===== config.mk =====
export PLATFORM = sky130hd
export DESIGN_NAME = qnet_qtp_rx
export DESIGN_NICKNAME = d
export VERILOG_FILES = /design/src/rtl/qnet_qtp_rx_pkg.sv /design/src/rtl/qnet_axis_skid.sv /design/src/rtl/qnet_qtp_rx.sv
export SDC_FILE = /design/constraint.sdc
export NUM_CORES = 1
export LEC_CHECK = 0
export ABC_AREA = 0
export CAP_MARGIN = 5
export CORE_MARGIN = 3
export CORE_UTILIZATION = 55
export CTS_BUF_LIST = sky130_fd_sc_hd__clkbuf_8
export CTS_CLUSTER_SIZE = 16
export DETAILED_ROUTE_END_ITERATION = 8
export PLACE_DENSITY = 0.82
export SETUP_SLACK_MARGIN = 0.5
export SLEW_MARGIN = 0
export SYNTH_ARGS = -nofsm -noshare
export SYNTH_HDL_FRONTEND = slang
export SYNTH_SLANG_ARGS = --single-unit

===== constraint.sdc =====
create_clock -name clk_i -period 13.8 [get_ports clk_i]
set_input_delay 2.76 -clock clk_i [delete_from_list [all_inputs] [get_ports clk_i]]
set_output_delay 2.76 -clock clk_i [all_outputs]
set_load 0.1 [all_outputs]

===== src/rtl/qnet_qtp_rx_pkg.sv =====
// Shared definitions for the QTP receive framer.
// Holds the header layout, the receive state encoding, the default protocol
// version, the broadcast address and a saturating counter helper.
package qnet_qtp_rx_pkg;

  // The link deserializer delivers 32-bit words; the header slicing depends on it.
  localparam int          AXIS_IN_DW     = 32;
  localparam logic [7:0]  QTP_VER_DEF    = 8'h01;
  localparam logic [7:0]  QTP_BCAST_ADDR = 8'hFF;

  // 96-bit QTP header, MSB first in the same order the words arrive:
  // W0 = time[47:16], W1 = {time[15:0], version, cfg}, W2 = {ctrl, dst, len}.
  typedef struct packed {
    logic [47:0] qtp_time;
    logic [7:0]  qtp_version;
    logic [7:0]  qtp_cfg;
    logic [7:0]  qtp_ctrl;
    logic [7:0]  qtp_dst;
    logic [15:0] qtp_len;
  } QTP_CTRL;

  typedef enum logic [1:0] {
    HDR  = 2'd0,
    PAY  = 2'd1,
    DROP = 2'd2
  } QTP_RX_ST;

  // 16-bit increment that sticks at all-ones instead of wrapping.
  function automatic logic [15:0] sat_inc16(input logic [15:0] v);
    return (v == 16'hFFFF) ? v : v + 16'd1;
  endfunction

endpackage


===== src/rtl/qnet_axis_skid.sv =====
// Two-entry registered skid buffer.
// Upstream sees only a registered "full" flag, so there is no combinational
// path from m_ready_i back to the producer. Entry 0 is always the head; the
// head register changes only when it is popped or when the buffer is empty,
// which keeps m_data_o stable while m_valid_o=1 and m_ready_i=0.
module qnet_axis_skid #(
  parameter int W = 33
) (
  input  logic         clk_i,
  input  logic         rst_i,
  input  logic [W-1:0] s_data_i,
  input  logic         s_valid_i,
  output logic         s_full_o,
  output logic [W-1:0] m_data_o,
  output logic         m_valid_o,
  input  logic         m_ready_i
);

  logic [W-1:0] ent0_q;
  logic [W-1:0] ent1_q;
  logic [1:0]   cnt_q;
  logic         push;
  logic         pop;

  // Push is ignored when full so a misbehaving producer cannot corrupt entries.
  always_comb begin
    push      = s_valid_i & (cnt_q != 2'd2);
    pop       = m_ready_i & (cnt_q != 2'd0);
    s_full_o  = (cnt_q == 2'd2);
    m_valid_o = (cnt_q != 2'd0);
    m_data_o  = ent0_q;
  end

  // Entry storage and occupancy update for every push/pop combination.
  always_ff @(posedge clk_i or posedge rst_i) begin
    if (rst_i) begin
      ent0_q <= '0;
      ent1_q <= '0;
      cnt_q  <= 2'd0;
    end else begin
      case ({push, pop})
        2'b10: begin
          if (cnt_q == 2'd0) ent0_q <= s_data_i;
          else               ent1_q <= s_data_i;
          cnt_q <= cnt_q + 2'd1;
        end
        2'b01: begin
          ent0_q <= ent1_q;
          cnt_q  <= cnt_q - 2'd1;
        end
        2'b11: begin
          // Occupancy is unchanged; the head advances and the new word queues behind.
          if (cnt_q == 2'd1) begin
            ent0_q <= s_data_i;
          end else begin
            ent0_q <= ent1_q;
            ent1_q <= s_data_i;
          end
        end
        default: begin
        end
      endcase
    end
  end

endmodule


===== src/rtl/qnet_qtp_rx.sv =====
// QTP receive framer for the QICK network link.
// Reassembles the three header words, filters on version and destination,
// forwards payload through a 2-entry skid buffer and checks the payload
// length against tlast. Optional broadcast acceptance: QNET_RX_BCAST_EN.
//
// Handshakes: a word transfers on a rising clk edge where valid and ready are
// both 1; valid never waits on ready, and data/last stay stable while
// valid=1 and ready=0.
module qnet_qtp_rx
  import qnet_qtp_rx_pkg::*;
#(
  parameter int         DW      = AXIS_IN_DW,   // only 32 is supported
  parameter logic [7:0] QTP_VER = QTP_VER_DEF
) (
  input  logic          clk_i,
  input  logic          rst_i,
  input  logic [7:0]    my_addr_i,
  input  logic [DW-1:0] s_axis_tdata_i,
  input  logic          s_axis_tvalid_i,
  input  logic          s_axis_tlast_i,
  output logic          s_axis_tready_o,
  output logic [DW-1:0] m_axis_tdata_o,
  output logic          m_axis_tvalid_o,
  output logic          m_axis_tlast_o,
  input  logic          m_axis_tready_i,
  output logic [95:0]   hdr_o,
  output logic          hdr_vld_o,
  output logic          err_len_o,
  output logic          err_ver_o,
  output logic [15:0]   pkt_cnt_o,
  output logic [15:0]   drop_cnt_o
);

  QTP_RX_ST    state_q;
  logic [1:0]  wcnt_q;
  logic [31:0] w0_q;
  logic [31:0] w1_q;
  QTP_CTRL     hdr_q;
  QTP_CTRL     hdr_d;
  logic        hdr_vld_q;
  logic        err_len_q;
  logic        err_ver_q;
  logic        rdy_en_q;
  logic [15:0] pkt_cnt_q;
  logic [15:0] drop_cnt_q;
  logic [15:0] pay_cnt_q;

  logic        s_ready;
  logic        s_fire;
  logic        ver_ok;
  logic        dst_ok;
  logic        push_vld;
  logic        push_last;
  logic        skid_full;
  logic [32:0] skid_out;

  // Ready comes only from registers: the reset-release flag, the state and
  // the skid occupancy. rdy_en_q keeps ready low throughout reset.
  always_comb begin
    s_ready   = rdy_en_q & ((state_q != PAY) | ~skid_full);
    s_fire    = s_axis_tvalid_i & s_ready;
    hdr_d     = {w0_q, w1_q, s_axis_tdata_i};
    ver_ok    = (hdr_d.qtp_version == QTP_VER);
`ifdef QNET_RX_BCAST_EN
    dst_ok    = (hdr_d.qtp_dst == my_addr_i) | (hdr_d.qtp_dst == QTP_BCAST_ADDR);
`else
    dst_ok    = (hdr_d.qtp_dst == my_addr_i);
`endif
    push_vld  = s_fire & (state_q == PAY);
    // The word that exhausts the length is marked last even if the link did not.
    push_last = s_axis_tlast_i | (pay_cnt_q == 16'd1);
  end

  qnet_axis_skid #(
    .W (33)
  ) u_skid (
    .clk_i     (clk_i),
    .rst_i     (rst_i),
    .s_data_i  ({push_last, s_axis_tdata_i}),
    .s_valid_i (push_vld),
    .s_full_o  (skid_full),
    .m_data_o  (skid_out),
    .m_valid_o (m_axis_tvalid_o),
    .m_ready_i (m_axis_tready_i)
  );

  // Receive FSM: header assembly, filtering, payload length tracking, counters.
  always_ff @(posedge clk_i or posedge rst_i) begin
    if (rst_i) begin
      state_q    <= HDR;
      wcnt_q     <= 2'd0;
      w0_q       <= '0;
      w1_q       <= '0;
      hdr_q      <= '0;
      hdr_vld_q  <= 1'b0;
      err_len_q  <= 1'b0;
      err_ver_q  <= 1'b0;
      rdy_en_q   <= 1'b0;
      pkt_cnt_q  <= '0;
      drop_cnt_q <= '0;
      pay_cnt_q  <= '0;
    end else begin
      rdy_en_q  <= 1'b1;
      hdr_vld_q <= 1'b0;
      err_len_q <= 1'b0;
      err_ver_q <= 1'b0;
      if (s_fire) begin
        case (state_q)
          HDR: begin
            if (wcnt_q != 2'd2) begin
              if (s_axis_tlast_i) begin
                // Frame ended inside the header: count it as a drop and resync.
                err_len_q  <= 1'b1;
                drop_cnt_q <= sat_inc16(drop_cnt_q);
                wcnt_q     <= 2'd0;
              end else begin
                if (wcnt_q == 2'd0) w0_q <= s_axis_tdata_i;
                else                w1_q <= s_axis_tdata_i;
                wcnt_q <= wcnt_q + 2'd1;
              end
            end else begin
              wcnt_q <= 2'd0;
              if (!ver_ok) begin
                // A version error wins over a destination miss; one drop either way.
                err_ver_q  <= 1'b1;
                drop_cnt_q <= sat_inc16(drop_cnt_q);
                if (!s_axis_tlast_i) state_q <= DROP;
              end else if (!dst_ok) begin
                drop_cnt_q <= sat_inc16(drop_cnt_q);
                if (!s_axis_tlast_i) state_q <= DROP;
              end else begin
                hdr_q     <= hdr_d;
                hdr_vld_q <= 1'b1;
                pkt_cnt_q <= sat_inc16(pkt_cnt_q);
                if (hdr_d.qtp_len == 16'd0) begin
                  if (!s_axis_tlast_i) begin
                    err_len_q <= 1'b1;
                    state_q   <= DROP;
                  end
                end else if (s_axis_tlast_i) begin
                  err_len_q <= 1'b1;
                end else begin
                  state_q   <= PAY;
                  pay_cnt_q <= hdr_d.qtp_len;
                end
              end
            end
          end
          PAY: begin
            pay_cnt_q <= pay_cnt_q - 16'd1;
            if (pay_cnt_q == 16'd1) begin
              if (s_axis_tlast_i) begin
                state_q <= HDR;
              end else begin
                err_len_q <= 1'b1;
                state_q   <= DROP;
              end
            end else if (s_axis_tlast_i) begin
              err_len_q <= 1'b1;
              state_q   <= HDR;
            end
          end
          DROP: begin
            if (s_axis_tlast_i) state_q <= HDR;
          end
          default: state_q <= HDR;
        endcase
      end
    end
  end

  // Output mapping; every output is a register or a skid-buffer register.
  always_comb begin
    s_axis_tready_o = s_ready;
    m_axis_tdata_o  = skid_out[31:0];
    m_axis_tlast_o  = skid_out[32];
    hdr_o           = hdr_q;
    hdr_vld_o       = hdr_vld_q;
    err_len_o       = err_len_q;
    err_ver_o       = err_ver_q;
    pkt_cnt_o       = pkt_cnt_q;
    drop_cnt_o      = drop_cnt_q;
  end

endmodule


# ---- Word level (Yosys, flattened, before mapping)
# Index checks and enable logic that the tools add are counted.
# Widths: inputs -> output; s select.
dict set report word_totals {
  wordCells 131
  out_inout_bits 166
  input_bits 45
  ff_bits 284
}
dict set report classes {
  reduce_logical 19
  muxes 48
  n_addsub 6
  eq_ne 26
  bitwise 12
}
# op n
set ops {}
lappend ops {{$mux 16} 10}
lappend ops {{$mux 33} 4}
lappend ops {{$pmux 33 s3} 1}
lappend ops {{$pmux 33 s2} 1}
lappend ops {{$add 16x1->16 const B} 2}
lappend ops {{$eq 16x16->1 const B} 2}
lappend ops {{$pmux 16 s2} 1}
lappend ops {{$mux 2} 11}
lappend ops {{$ne 2x2->1 const B} 10}
lappend ops {{$mux 1} 17}
lappend ops {{$eq 16x1->1 const B} 1}
lappend ops {{$logic_not 16->1} 1}
lappend ops {{$sub 16x1->16 const B} 1}
lappend ops {{$reduce_and 5->1} 3}
lappend ops {{$eq 2x2->1 const B} 4}
lappend ops {{$eq 8x1->1 const B} 1}
lappend ops {{$eq 8x8->1} 1}
lappend ops {{$reduce_bool 2->1} 4}
lappend ops {{$reduce_and 7->1} 1}
lappend ops {{$eq 2x1->1 const B} 3}
lappend ops {{$logic_not 2->1} 3}
lappend ops {{$pmux 2 s3} 1}
lappend ops {{$reduce_and 3->1} 2}
lappend ops {{$reduce_and 6->1} 1}
lappend ops {{13 further kinds} 25}

# ---- Longest topological paths before layout
# Gate-level depths: netlist of the first run.
dict set report depth {
  depth_word 10
  mapped_depth 11
  depth_no_buf 10
}

# ---- By module
# A second synthesis of the first run with hierarchy kept.
dict set report hier_totals {
  cells_unflattened 975
  hier_area_um2 12396.9
}
# module cells_each n_inst area_each_um2
set by_module_without_submodules {}
lappend by_module_without_submodules {qnet_qtp_rx 684 1 9051.2}
lappend by_module_without_submodules {qnet_axis_skid 291 1 3345.7}

# ---- Worst setup path after synthesis of the first run
# No wires, ideal clock.
dict set report synth_path {
  path_kind {in2reg}
  startpoint {in s_axis_tvalid_i}
  endpoint {reg u_skid.ent1_q[10]}
  n_path_buf 2
  stages 9
  setup_ns 0.125
  arrival_ns 4.829
  setup_slack_ns 8.846
  cell_sequence {nand2_1 -> or3_1 -> clkbuf_1 -> inv_1 -> ha_1 -> nand2_1 -> o211ai_1 -> clkbuf_1 -> mux2_2}
}
dict set report synth_via {
  elab_chain_len 6
}
# item line
set synth_rtl {}
lappend synth_rtl {{from (decl)} qnet_qtp_rx.sv:19} ;# input logic s_axis_tvalid_i,
lappend synth_rtl {{$and 1x1->1 (*)} qnet_qtp_rx.sv:61} ;# s_fire = s_axis_tvalid_i & s_ready;
lappend synth_rtl {{$and 1x1->1 (*)} qnet_qtp_rx.sv:69} ;# push_vld = s_fire & (state_q == PAY);
lappend synth_rtl {{$and 1x1->1 (*)} qnet_axis_skid.sv:27} ;# push = s_valid_i & (cnt_q != 2'd2);
lappend synth_rtl {{$eq 2x2->1} qnet_axis_skid.sv:41} ;# case ({push, pop})
lappend synth_rtl {{$ne 2x2->1 (no source line) / $reduce_bool 2->1 (equally long branches)} n/a}
lappend synth_rtl {{$reduce_and 3->1 (no source line)} n/a}
lappend synth_rtl {{to (signal assigned)} qnet_axis_skid.sv:44} ;# else ent1_q <= s_data_i;
lappend synth_rtl {{to (signal assigned)} qnet_axis_skid.sv:57} ;# ent1_q <= s_data_i;
lappend synth_rtl {{to (decl)} qnet_axis_skid.sv:20} ;# logic [W-1:0] ent1_q;
# Mark *: on every way between the ends. The rest lies on a longest branch, timed or not.
# A chain may end at the register's enable or synchronous reset.

# ---- Worst setup path after layout of the first run
dict set report layout_path {
  startpoint {in s_axis_tdata_i[23]}
  endpoint {reg hdr_q, in the netlist hdr_o[74]}
}
dict set report layout_via {
  elab_chain_len 2
}
# item line
set layout_rtl {}
lappend layout_rtl {{from (decl)} qnet_qtp_rx.sv:18} ;# input logic [DW-1:0] s_axis_tdata_i,
lappend layout_rtl {{$eq 8x8->1} qnet_qtp_rx.sv:67} ;# dst_ok = (hdr_d.qtp_dst == my_addr_i);
lappend layout_rtl {{$reduce_and 5->1 (no source line)} n/a}
lappend layout_rtl {{to (signal assigned)} qnet_qtp_rx.sv:132} ;# hdr_q <= hdr_d;
lappend layout_rtl {{to (decl)} qnet_qtp_rx.sv:38} ;# QTP_CTRL hdr_q;
# Every way passes these cells.

==> metrics, run 1 <==
post-CTS setup buffer count=0; Setup TNS Final=0 ns; RSZ-0062 raised after global routing=no; Layout area overhead=27.1%; clock latency on the worst-skew pair=0.56 ns; fmax=165 MHz; Yosys Warn Count=0; CTS resizes=0; Max clock buf depth=3; crit end category=register; setup violators final=0; vias in the first global route=8,576; Layout Nets=1,197; clock buffer count from CTS=47; global placer's final weighted congestion=0.906; Post-route DRC=0; worst slew pin tran=1.08 ns; largest net degree at the start of global routing=97; Finished Layout Cells=about 1,400; crit start category=primary input; Post-synth EDFFs=0; height of the die=154 µm; R2R cell count=6; Tmin final=6.05 ns; post-synthesis cell area=12,100 µm²; Initial Util=56.7%; Overflow after GRT=0; sequential-to-total area share from yosys stat=approximately three fifths; final instance area=~15,000 µm²; Pleak=about 7 nW; Post-Synthesis Cells=915; Fin. Hold Viols=0; FP Rows=53; IO Pins=211; routed len/inst=between 20 and 25 µm; biggest area consumer among synthesized cells=dfrtp_1; final wirelength=between 20,000 and 30,000 µm; die area=roughly 24,000 µm²; maxcap violations=0; via count=8,431; IO buf count=210; Tightest Hold Check Type=reg -> reg; vias per inst=5.82; Final Max Slew Viols=0; status=complete, no violations; DRT antenna net count=0; PD cells=197 nW/µm²; Post-synth ARST share=100%; CP required=14.24 ns; fraction of layout instances using a drive strength above 1=24.0%; Synth top area share=58.7%; CP Class=in -> reg; critical path data arrival time=6.49 ns; commonest register cell after synthesis=dfrtp_1; Util after Layout=72.1%; H-tree depth=2; first drt pass iteration count=7; syn nets=974; core area=21,400 µm²; fin crit share=43.8%; Hold Crit Depth=1; flops & latches, synth=approximately 280; global-route wire length before repair=47,100 µm; DRT iter0 DRCs=593; die width=154 µm; Max FO, Critical Path=62; detailed placement HPWL=19,200 µm; top-count cell post-synth=dfrtp_1; CTS Hold Buffers Added=0; # clock sinks=284; Cells after DPL=between 1,000 and 1,500; CTS Root Cell=clkbuf_8; Synth Area per Inst=~13 µm²; all-layer global routing usage=24.5%; Rel. slew slack=approximately 28%; Clk pin slew, worst setup/hold paths=~0.060 ns; placed cell area=14,400 µm²; synth cell count leaders=284 x dfrtp_1, 164 x mux2_2, 52 x nor2_1; Worst Skew=0.0283 ns; synth top area cells=dfrtp_1 59%, mux2_2 15%, xnor2_1 2.2%; CTS tree=yes; Yosys cell types=67; hold slack=0.483 ns; Inserted Diodes=0; Peak VDD IR=~0.19 mV; initial antenna violation count=0
layout by cell type (no fill, tap or decap), drive strengths merged, types with 2 or more instances in the layout:
cell	n
xnor2	31
dfrtp	284
and3	17
inv	23
a21oi	40
nor2b	12
a31oi	2
and4	4
nor3b	2
nand4	20
or2	4
buf	7
nand2b	5
a211o	2
o22ai	3
nand4b	4
nand2	30
xor2	9
and2	3
clkbuf	62
a221o	2
o41ai	3
mux2	187
clkdlybuf4s50	210
nor2	56
o21ai	15
nor4	11
ha	14
or4	3
a41oi	2
a211oi	3
a22oi	36
nor3	9
or3	4
o221a	6
nand3	15
clkinv	13
o211ai	2
where the power goes:
part | internal, mW | switching [mW]
combinational | 0.345 | 0.744
sequential | 1.05 | 0.133
clock | 0.423 | 0.335
metrics by stage:
step	total power [mW]	worst slack, ns
final	3.03	7.75
after global routing	3.17	7.54
after CTS	3.04	7.80
after detailed placement	2.27	7.22
after global placement	2.24	7.30
after floorplan	1.99	3.20
sequential cells by signal (all words and copies together) (netlist names):
register         flops
u_skid.ent1_q       33
w0_q                32
err_len_o            1
state_q              2
pay_cnt_q           16
pkt_cnt_o           16
w1_q                32
rdy_en_q             1
hdr_vld_o            1
wcnt_q               2
u_skid.cnt_q         2
drop_cnt_o          16
u_skid.m_data_o     33
err_ver_o            1
hdr_o               96
worst paths after layout:
check | endpoint | slack (ns) | start
max in group asynchronous | wcnt_q[0] | 8.87 | rst_i
hold / removal | hdr_o[2] | 0.48 | hdr_o[2]
min in group asynchronous | hdr_o[40] | 2.73 | rst_i
setup / recovery | hdr_o[74] | 7.75 | s_axis_tdata_i[23]
hold reg to reg | hdr_o[2] | 0.48 | hdr_o[2]
setup reg to reg | hdr_o[74] | 10.21 | state_q[0]
area by class of cell:
cell class,instances,area [µm²]
sequential,284,7110
fill,1463,5970
multi-input combinational,572,4720
timing repair buffer,217,2150
clock buffer,62,853
tap,275,344
clock inverter,22,140
inverter,16,67.6
metal layers:
layer  wire length (µm)  GRT usage (%)
met2              13900           38.7
met3               2100           5.88
met5                  0              0
met4                758           7.32
met1              12500           34.1
critical path, stage by stage:
cell	delay, ns
clkdlybuf4s50_1	0.58
xor2_1	0.26
nor4_4	0.56
nand3_2	0.18
nor2_4	0.82
buf_4	0.80
mux2_2	0.42
kinds of logic (layout without fill, tap and decap cells):
group | Yosys count | after routing | share of synthesized area [%]
flip-flops | 284 | 284 | 58.7
AND/OR/NAND/NOR | 204 | 204 | 9.59
multiplexers | 188 | 188 | 17.5
AO/OA/AOI/OAI | 125 | 125 | 7.32
buffers and inverters | 59 | 317 | 2.56
XOR/XNOR | 40 | 40 | 2.89
adder cells (fa/ha/maj) | 14 | 14 | 1.45
other | 1 | 1 | 0.0310
(Power assumes the default switching activity.)
==> run 2: changes to the inputs <==
==> constraint.sdc (replaced) <==
create_clock -name clk_i -period 6.3 [get_ports clk_i]
set_input_delay 1.26 -clock clk_i [delete_from_list [all_inputs] [get_ports clk_i]]
set_output_delay 1.26 -clock clk_i [all_outputs]
set_load 0.1 [all_outputs]
==> metrics, run 2 (synthesized netlist as in run 1, its figures left out) <==
vias per inst=5.81; Tmin final=4.01 ns; Peak VDD IR=between 0.2 and 0.3 mV; Fin. Hold Viols=0; Overflow after GRT=0; Cells after DPL=1,364; R2R cell count=9; Initial Util=56.7%; setup violators final=0; crit start category=register; initial antenna violation count=0; routed len/inst=20.2 µm; CP required=5.04 ns; global-route wire length before repair=46,300 µm; die width=154 µm; most frequent cells in the layout=284 x dfrtp_1, 210 x clkdlybuf4s50_1, 164 x mux2_2; final wirelength=29,100 µm; CP peak stage delay=1.17 ns; via count=8,391; clock buffer count from CTS=46; clock latency on the worst-skew pair=~0.55 ns; Worst Skew=0.0208 ns; most common cell after layout, fill and taps aside=dfrtp_1; Util after Layout=71.5%; DRT iter0 DRCs=around 570; Finished Layout Cells=between 1,000 and 1,500; Layout Nets=around 1,200; post-CTS setup buffer count=0; DRT antenna net count=0; Setup TNS Final=0 ns; Layout area overhead=26.1%; Post-route DRC=0; all-layer global routing usage=24.1%; core area=21,400 µm²; vias in the first global route=8,370; maxcap violations=0; fraction of layout instances using a drive strength above 1=between 20% and 30%; status=complete, no violations; first drt pass iteration count=5; Max clock buf depth=3; IO Pins=211; Max FO, Critical Path=4; Pleak=between 6 and 7 nW; FP Rows=53; worst slew pin tran=1.17 ns; Clk pin slew, worst setup/hold paths=0.06 ns; critical path's slowest cell=clkdlybuf4s50_1; critical path depth=5; CTS resizes=0; Hold Crit Depth=1; CP Buf/Inv Count=2; max reg flops=96; fin crit share=63.7%; family with the most delay on the worst path=buffers and inverters; detailed placement HPWL=19,300 µm; Final Max Slew Viols=0; die area=~24,000 µm²; IO buf count=210; CTS Root Cell=clkbuf_8; critical path data arrival time=2.75 ns; fmax=roughly 250 MHz; global placer's final weighted congestion=0.937; RSZ-0062 raised after global routing=no; height of the die=about 150 µm; crit end category=output pin; H-tree depth=2; Rel. slew slack=between 20% and 30%; PD cells=around 420 nW/µm²; # clock sinks=284; largest net degree at the start of global routing=172; CTS tree=yes; CP Class=reg -> out; Inserted Diodes=0; crit-path cells=inv_1, ha_1, and3b_1, nor2b_1, clkdlybuf4s50_1; CTS Hold Buffers Added=0; Tightest Hold Check Type=reg -> reg
-- run 2: cell types whose count changed in the layout (fill, tap and decap cells not counted) --
cell / previous run / this run
inv_1: 22 / 36
clkbuf_8: 62 / 52
clkinv_2: 12 / 3
buf_12: 0 / 2
buf_4: 7 / 5
clkinv_8: 1 / 0
clkinvlp_4: 1 / 2
-- run 2: final timing paths --
check,slack [ns],start,endpoint
worst max-delay path,2.29,u_skid.cnt_q[0],s_axis_tready_o
worst min-delay path,0.48,hdr_o[94],hdr_o[94]
worst max register to register,2.74,state_q[0],u_skid.m_data_o[8]
worst min register to register,0.48,hdr_o[94],hdr_o[94]
max in group asynchronous,3.77,rst_i,u_skid.m_data_o[6]
min in group asynchronous,1.22,rst_i,drop_cnt_o[1]
-- run 2: final cells by class --
type / count / area (µm²)
well taps: 275 / 344
repair buffers: 217 / 2180
clock buffers: 52 / 716
multi-input cells: 572 / 4720
inverters: 16 / 63.8
fillers: 1484 / 6080
clock inverters: 27 / 143
flip-flops and latches: 284 / 7110
-- run 2: through the flow --
stage | area, µm² | power, mW | hold slack, ns | setup WS (ns)
floorplan | 12100 | 4.36 | 0.450 | 1.28
global placement | 14400 | 4.92 | 0.456 | 1.92
finish | 15300 | 6.46 | 0.484 | 2.29
CTS | 15300 | 6.49 | 0.488 | 2.24
detailed placement | 14400 | 4.99 | 0.472 | 1.88
global route | 15300 | 6.77 | 0.496 | 2.14
-- run 2: power by group --
part / total [mW] / switching [mW] / internal, mW
sequential: 2.59 / 0.294 / 2.29
combinational: 2.38 / 1.63 / 0.757
clock: 1.49 / 0.694 / 0.793
-- run 2: per-layer routing --
layer / up-vias / wire length [µm] / global-route usage (%)
met5: - / 0 / 0
met4: 0 / 626 / 6.64
met3: 54 / 2100 / 6.44
met2: 307 / 14100 / 38.7
met1: 4276 / 12300 / 33.0
li1: 3754 / - / -
